==> src/rtl/fetch_redirect_ctrl.sv <==
// rtl/fetch_redirect_ctrl.sv - fetch PC owner, prediction carry to EX, misprediction redirect/flush (optional BP_STATS_EN counters)
module fetch_redirect_ctrl #(
    parameter logic [31:0] RESET_PC = 32'h0000_0000,
    parameter int          CNT_W    = 32
) (
    input  logic             clk,
    input  logic             rst_n,
    input  logic             PredF,
    input  logic [31:0]      NPC_PredF,
    input  logic             stall_f,
    input  logic             stall_d,
    input  logic             stall_e,
    input  logic             flush_d_ext,
    input  logic [31:0]      jump_target_d,
    input  logic             is_branch_e,
    input  logic             BranchE,
    input  logic [31:0]      BrNPC,
    output logic [31:0]      PCF,
    output logic [31:0]      PCD,
    output logic [31:0]      PCE,
    output logic             PredE,
    output logic [31:0]      NPC_PredE,
    output logic             valid_e,
    output logic             mispredict_e,
    output logic             flush_d,
    output logic             flush_e
`ifdef BP_STATS_EN
    ,
    output logic [CNT_W-1:0] br_cnt,
    output logic [CNT_W-1:0] mis_cnt
`endif
);

    if (CNT_W < 1) begin : g_bad_cnt_w
        $error("CNT_W must be at least 1");
    end

    logic [31:0] pcf_q, pcf_d;
    logic [31:0] pcd_q, pcd_d;
    logic        pred_d_q, pred_d_d;
    logic [31:0] npc_pred_d_q, npc_pred_d_d;
    logic        valid_d_q, valid_d_d;
    logic [31:0] pce_q, pce_d;
    logic        pred_e_q, pred_e_d;
    logic [31:0] npc_pred_e_q, npc_pred_e_d;
    logic        valid_e_q, valid_e_d;

    logic        mis;
    logic [31:0] rec_tgt;

    // Resolve the EX-stage prediction against the actual branch outcome
    always_comb begin
        mis     = 1'b0;
        rec_tgt = pce_q + 32'd4;
        if (valid_e_q && !stall_e) begin
            if (is_branch_e && BranchE) begin
                rec_tgt = BrNPC;
                mis     = !pred_e_q || (npc_pred_e_q != BrNPC);
            end else begin
                // not-taken branch or non-branch with a stale taken prediction
                mis = pred_e_q;
            end
        end
    end

    // Next fetch PC selection and pipeline register next-state
    always_comb begin
        pcf_d        = pcf_q;
        pcd_d        = pcd_q;
        pred_d_d     = pred_d_q;
        npc_pred_d_d = npc_pred_d_q;
        valid_d_d    = valid_d_q;
        pce_d        = pce_q;
        pred_e_d     = pred_e_q;
        npc_pred_e_d = npc_pred_e_q;
        valid_e_d    = valid_e_q;

        if (mis)              pcf_d = rec_tgt;
        else if (flush_d_ext) pcf_d = jump_target_d;
        else if (stall_f)     pcf_d = pcf_q;
        else if (PredF)       pcf_d = NPC_PredF;
        else                  pcf_d = pcf_q + 32'd4;

        if (mis || flush_d_ext) begin
            valid_d_d = 1'b0;
            pred_d_d  = 1'b0;
        end else if (!stall_d) begin
            pcd_d        = pcf_q;
            pred_d_d     = PredF;
            npc_pred_d_d = NPC_PredF;
            valid_d_d    = 1'b1;
        end

        if (mis) begin
            valid_e_d = 1'b0;
            pred_e_d  = 1'b0;
        end else if (stall_e) begin
            valid_e_d = valid_e_q;
        end else if (stall_d) begin
            // ID is held but EX advances: feed a bubble so nothing executes twice
            valid_e_d = 1'b0;
            pred_e_d  = 1'b0;
        end else begin
            pce_d        = pcd_q;
            pred_e_d     = pred_d_q;
            npc_pred_e_d = npc_pred_d_q;
            valid_e_d    = valid_d_q;
        end
    end

    // Pipeline state registers
    always_ff @(posedge clk or negedge rst_n) begin
        if (!rst_n) begin
            pcf_q        <= RESET_PC;
            pcd_q        <= 32'd0;
            pred_d_q     <= 1'b0;
            npc_pred_d_q <= 32'd0;
            valid_d_q    <= 1'b0;
            pce_q        <= 32'd0;
            pred_e_q     <= 1'b0;
            npc_pred_e_q <= 32'd0;
            valid_e_q    <= 1'b0;
        end else begin
            pcf_q        <= pcf_d;
            pcd_q        <= pcd_d;
            pred_d_q     <= pred_d_d;
            npc_pred_d_q <= npc_pred_d_d;
            valid_d_q    <= valid_d_d;
            pce_q        <= pce_d;
            pred_e_q     <= pred_e_d;
            npc_pred_e_q <= npc_pred_e_d;
            valid_e_q    <= valid_e_d;
        end
    end

    assign PCF          = pcf_q;
    assign PCD          = pcd_q;
    assign PCE          = pce_q;
    assign PredE        = pred_e_q;
    assign NPC_PredE    = npc_pred_e_q;
    assign valid_e      = valid_e_q;
    assign mispredict_e = mis;
    assign flush_d      = mis | flush_d_ext;
    assign flush_e      = mis;

`ifdef BP_STATS_EN
    logic [CNT_W-1:0] br_cnt_q, br_cnt_d;
    logic [CNT_W-1:0] mis_cnt_q, mis_cnt_d;

    // Saturating branch and misprediction counters
    always_comb begin
        br_cnt_d  = br_cnt_q;
        mis_cnt_d = mis_cnt_q;
        if (valid_e_q && !stall_e && is_branch_e && (br_cnt_q != {CNT_W{1'b1}}))
            br_cnt_d = br_cnt_q + CNT_W'(1);
        if (mis && (mis_cnt_q != {CNT_W{1'b1}}))
            mis_cnt_d = mis_cnt_q + CNT_W'(1);
    end

    // Counter registers
    always_ff @(posedge clk or negedge rst_n) begin
        if (!rst_n) begin
            br_cnt_q  <= '0;
            mis_cnt_q <= '0;
        end else begin
            br_cnt_q  <= br_cnt_d;
            mis_cnt_q <= mis_cnt_d;
        end
    end

    assign br_cnt  = br_cnt_q;
    assign mis_cnt = mis_cnt_q;
`endif

endmodule
==> config.mk <==
export PLATFORM = sky130hd
export DESIGN_NAME = fetch_redirect_ctrl
export DESIGN_NICKNAME = d
export VERILOG_FILES = /design/src/rtl/fetch_redirect_ctrl.sv
export SDC_FILE = /design/constraint.sdc
export NUM_CORES = 1
export LEC_CHECK = 0
export CORE_MARGIN = 2
export CORE_UTILIZATION = 39
export DETAILED_ROUTE_END_ITERATION = 10
export GPL_TIMING_DRIVEN = 0
export PLACE_DENSITY_LB_ADDON = 0.12
export SLEW_MARGIN = 40
export SYNTH_ARGS = -nofsm -noshare
export SYNTH_HDL_FRONTEND = slang
export SYNTH_SLANG_ARGS = --single-unit
export TNS_END_PERCENT = 20
==> constraint.sdc <==
create_clock -name clk -period 3.02 [get_ports clk]
set_clock_uncertainty 0.05 [all_clocks]
set_input_delay 0.302 -clock clk [delete_from_list [all_inputs] [get_ports clk]]
set_output_delay 0.302 -clock clk [all_outputs]
set_load 0.02 [all_outputs]
==> Yosys cells after proc, flatten, opt, wreduce, memory -nomap -nowiden <==
Cells that the tools add are included.
{ "word_totals": {"word_cells": 46, "latch_bits": 0, "regBits": 164, "romBits": 0, "ramBits": 0, "mem_count": 0} }
{ "op_classes": {"n_shift": 0, "n_reduce_logical": 8, "bitwise": 5, "eq_ne": 4, "multipliers": 0, "order_cmp": 0, "n_mux": 18, "add_sub_neg": 2, "div_mod_pow": 0} }
{ "op_table": {"columns": ["cell", "n"], "rows": [
  ["32-bit 2-to-1 mux", 6],
  ["32-bit by 3-bit adder with 32-bit output, second input constant", 2],
  ["32-bit inequality test", 1],
  ["1-bit 2-to-1 mux", 12],
  ["2-bit by 1-bit inequality test with 1-bit output, second input constant", 2],
  ["1-bit inverter", 4],
  ["3-bit by 1-bit inequality test with 1-bit output, second input constant", 1],
  ["3-bit AND reduction", 1],
  ["1-bit logical AND", 2],
  ["1-bit logical NOT", 2],
  ["1-bit logical OR", 2],
  ["2-bit AND reduction", 1],
  ["1-bit bitwise OR", 1]
]} }

==> Logic depth before layout (Yosys ltp) <==
{ "depth": {"ltp_word": 7, "depth_mapped": 9} }

==> Least setup slack after synthesis <==
Ideal clock, no wire load.
{ "synth_timing": {"path_kind": "reg-to-output", "start": "register npc_pred_e_q[5], in the netlist NPC_PredE[5]", "end": "output port mispredict_e", "path_slack_ps": 315, "t_arrival_ps": 2353, "path_stages_with_launch": 9, "required_ps": 2668, "path_cell_list": "dfrtp_1 -> xor2_1 -> nor4_1 -> nand4_1 -> or4_4 -> nand2_1 -> buf_2 -> inv_1 -> buf_4"} }
{ "synth_between": {"elab_chain_cells": 4} }
{ "synth_lines": {"columns": ["item", "line_no", "source"], "rows": [
  ["start, declared", "45", "logic [31:0] npc_pred_e_q, npc_pred_e_d;"],
  ["start signal, assigned", "131", "npc_pred_e_q <= npc_pred_e_d;"],
  ["32-bit inequality test", "58", "mis = !pred_e_q || (npc_pred_e_q != BrNPC);"],
  ["1-bit logical OR", "58", null],
  ["1-bit 2-to-1 mux", "56", "if (is_branch_e && BranchE) begin"],
  ["1-bit 2-to-1 mux", "55", "if (valid_e_q && !stall_e) begin"],
  ["end, declared", "24", "output logic mispredict_e,"]
]} }
Every way passes these cells.

==> Final worst setup path <==
{ "layout_timing": {"start": "register npc_pred_e_q[27], in the netlist NPC_PredE[27]", "end": "register pce_q[1], in the netlist PCE[1]"} }
{ "layout_between": {"elab_chain_cells": 6} }
{ "layout_lines": {"columns": ["item", "line_no", "source"], "rows": [
  ["32-bit inequality test", "58", null],
  ["1-bit logical OR", "58", null],
  ["1-bit 2-to-1 mux", "56", null],
  ["1-bit 2-to-1 mux", "55", null],
  ["1-bit inverter (no source line)", null, null],
  ["3-bit AND reduction (no source line)", null, null],
  ["end signal, assigned", "129", "pce_q <= pce_d;"],
  ["end, declared", "43", "logic [31:0] pce_q, pce_d;"]
]} }
Every way passes these cells.
A chain may end at the register's enable or synchronous reset.

==> key figures <==
CTS
  – CTS tree: built
  – Max Root-Sink Buffers: 2
  – CTS Sinks: 164
  – Reg clk slew, reported paths: 0.07 ns
  – Number of CTS-inserted buffers: 17
  – Root Buffer: clkbuf_16
  – Worst-skew pair later-pin latency: 0.43 ns
  – H-tree levels: 4

Critical path
  – Setup crit start kind: flop
  – CP Capture Type: flop
  – WS Path Type: reg2reg
  – Most frequent CP cell: buf_6
  – Critical Path Fanout Max: 6
  – Max incr delay on CP: 0.60 ns
  – Slowest stage cell on the critical path: or4_4
  – Crit-path leading delay family: simple AND/OR/NAND/NOR gates
  – CP arrival: 3.55 ns
  – Worst-path cell chain: xor2_2 > nor4_4 > nand4_1 > or4_4 > buf_6 > a211oi_4 > buf_6 > buf_12 > clkbuf_16 > mux2_1
  – Worst path required time: 3.28 ns
  – Worst path bufs/invs: 4

Place
  – RePlAce Congestion: 0.9750
  – DPL Wire Length: 25,960 microns
  – Post-Place Setup Slack: -1.256 ns
  – Placed insts: 1,364
  – IO buf count: between 200 and 250
  – Area after DPL: about 12,000 sq um

Layout
  – # nets final: 1,229
  – Area grow syn2layout: 46.10%
  – Fin area: 13,090 sq um
  – Layout cells sized above 1: 0.2115
  – Cell Count, Final, Fillers Out: 1,421

Detailed routing
  – Met2 WL: 15,700 microns
  – Drc violations: 0
  – Routed length per placed instance: 24.59 microns
  – Via density per instance: 5.624
  – WL met1: 15,910 microns
  – Detail Route Antenna Nets: 0
  – DRT Pass-1 Iters: 7
  – First DRT Iteration DRCs: 739
  – Met3 wire length: around 2600 microns
  – Max layer used: met4
  – Via Count: 7,992
  – Final WL: 34,950 microns

Timing
  – Unrepaired setup endpoints after global routing: true
  – Final min period: 3.290 ns
  – Setup Viol. Count Final: 136
  – Final Max Slew Viols: 0
  – Final Worst Setup Slack: -0.2704 ns
  – Final period util: 1.090
  – Slew @ Worst Pin: 0.7116 ns
  – Final hold violations: 0
  – Post-route setup TNS: -16.38 ns
  – Max Freq: 0.3039 GHz
  – Relative slew margins: 0.5256

Status
  – Status: finished with violations
  – Failing checks: negative setup slack

Yosys
  – Seq/Total Area, Yosys: 0.4579
  – Mapped cell area: around 9000 sq um
  – Synth top area cells: dfrtp_1 46%, mux2_2 13%, mux2_1 4.8%
  – Synth Register Bits: 164
  – Top cell type's share of synthesized area: 0.4579
  – Distinct cells, synth: between 50 and 60
  – Synth Warn #: 0
  – Main synth FF type: dfrtp_1
  – Synthesized Nets: 949
  – Post-synth EDFFs: 0
  – Mapped Cells: around 840
  – Post-Syn Area per Cell: 10.64 sq um
  – Ys async rst share: 1.000
  – Dominant cell type by area after synthesis: dfrtp_1

Flow run
  – Max Cap Viol: 0

Floorplan
  – I/O pins: between 200 and 250
  – Floorplan row count: 55
  – Die height: 155.6 microns
  – Core area: 22,570 sq um
  – Die Area: roughly 24,000 sq um
  – Initial Utilization: 0.3971
  – Die span in x: 155.6 microns

Global routing
  – Initial antenna violation count: 0
  – Total gr overflow: 0
  – Largest net degree at the start of global routing: 74
  – Vias in the first global route: between 7,000 and 8,000
  – First-pass GRT wire length: 50,270 microns
  – GRT Total Usage: 0.2830

Power
  – Pwr per Cell Area: around 660 nW/um^2
  – Worst VDD drop: roughly 350 uV
  – Leak: 0.005561 uW

Min path
  – Min-delay worst type: in2async
==> final cells by class <==
type	count	area, sq um
tap	285	356.6
clock inverter	11	176.4
antenna	1	2.502
buffer	51	347.8
fill	1977	9478
inverter	17	66.31
sequential	164	4104
multi-input combinational	610	4891
timing repair buffer	261	2709
clock buffer	21	440.4
==> power breakdown <==
group / leakage (uW) / total [uW] / internal [uW] / switching (uW)
Combinational: 0.00332 / 3110 / 1640 / 1470
Clock: 0.000285 / 2330 / 1390 / 934
Sequential: 0.00196 / 3240 / 2660 / 586
==> timing repair <==
action,in CTS,in global routing
cloned,1,4
endpoints found under the setup margin,161,121
gates resized for setup,47,82
endpoints found under the hold margin,34,0
hold buffers,1,0
buffers inserted,12,6
pin swaps,11,8
==> synthesized netlist by cell type (3+ instances only) <==
master,number
and3_1,9
clkbuf_1,28
buf_6,4
nand3_1,33
a22oi_1,3
a21oi_1,52
buf_2,13
a221oi_1,3
nor4_2,3
o21ai_0,32
dfrtp_1,164
mux2_1,38
or4_1,3
mux2i_1,35
nor4_1,15
xor2_1,45
nand4_1,23
xnor2_1,21
inv_1,17
o211ai_1,9
o22ai_1,6
o311ai_0,3
mux2_2,107
a2bb2oi_1,3
nor2_1,50
nor2b_1,5
and4_1,4
nor3_1,8
or3_1,3
buf_1,3
nand2b_1,3
nand2_1,61
==> final timing paths <==
path / from / to / slack (ns) / cells past startpoint
setup / recovery: NPC_PredE[27] / PCE[1] / -0.27 / 10
hold / removal: rst_n / NPC_PredE[5] / 0.28 / 2
setup reg to reg: NPC_PredE[27] / PCE[1] / -0.27 / 10
hold reg to reg: npc_pred_d_q[23] / NPC_PredE[23] / 0.45 / 1
max in group asynchronous: rst_n / PCD[18] / 1.98 / 3
min in group clk: BrNPC[24] / PCF[24] / 0.40 / 3
==> logic make-up (layout without fill, tap and decap cells) <==
logic type | Yosys count | in the layout | synth area share
adders and majority gates | 2 | 2 | 0.002792
other | 0 | 1 | 0
xor gates and xnor gates | 66 | 66 | 0.06450
DFF | 164 | 164 | 0.4579
and+or+nand+nor | 226 | 226 | 0.1254
AOI/OAI and AO/OA | 136 | 136 | 0.09354
buffers and inverters | 68 | 361 | 0.03462
muxes | 180 | 180 | 0.2213
==> placed cells by master (no fill, tap or decap), drive strengths merged, types with 18 or more instances in the layout <==
master	netlist	routed
buf	22	47
nor4	18	18
clkbuf	29	54
nand4	23	23
inv	17	19
nand3	33	33
o21ai	33	33
mux2	145	145
xnor2	21	21
xor2	45	45
nand2	61	61
dfrtp	164	164
mux2i	35	35
a21oi	52	52
nor2	50	50
clkdlybuf4s50	0	228
==> worst reg2reg max path, cell delays in order, from the launching register on <==
cell and delay (ns):
dfrtp_1 0.43, xor2_2 0.20, nor4_4 0.41, nand4_1 0.25, or4_4 0.60, buf_6 0.15, a211oi_4 0.28, buf_6 0.16
buf_12 0.16, clkbuf_16 0.17, mux2_1 0.32
==> registers in the layout (all words and copies together) (netlist names) <==
register,flops
NPC_PredE,32
PCD,32
PCE,32
PCF,32
PredE,1
npc_pred_d_q,32
pred_d_q,1
valid_d_q,1
valid_e,1
==> per-layer routing <==
metal  global-route usage  vias to the layer above
met4              0.08432                        0
li1                     -                     3609
met2               0.4322                      356
met3              0.04667                       37
met5                    0                        -
met1               0.4144                     3990
==> stage by stage <==
stage,total power [uW],hold WS [ns],util
finish,8676,0.2805,0.5801
global route,9025,0.2956,0.5800
CTS,8446,0.2789,0.5594
detailed placement,6046,0.1531,0.5210
global placement,5993,0.4134,0.5171
floorplan,4516,-0.04359,-
Power figures use the tool's default switching activity.
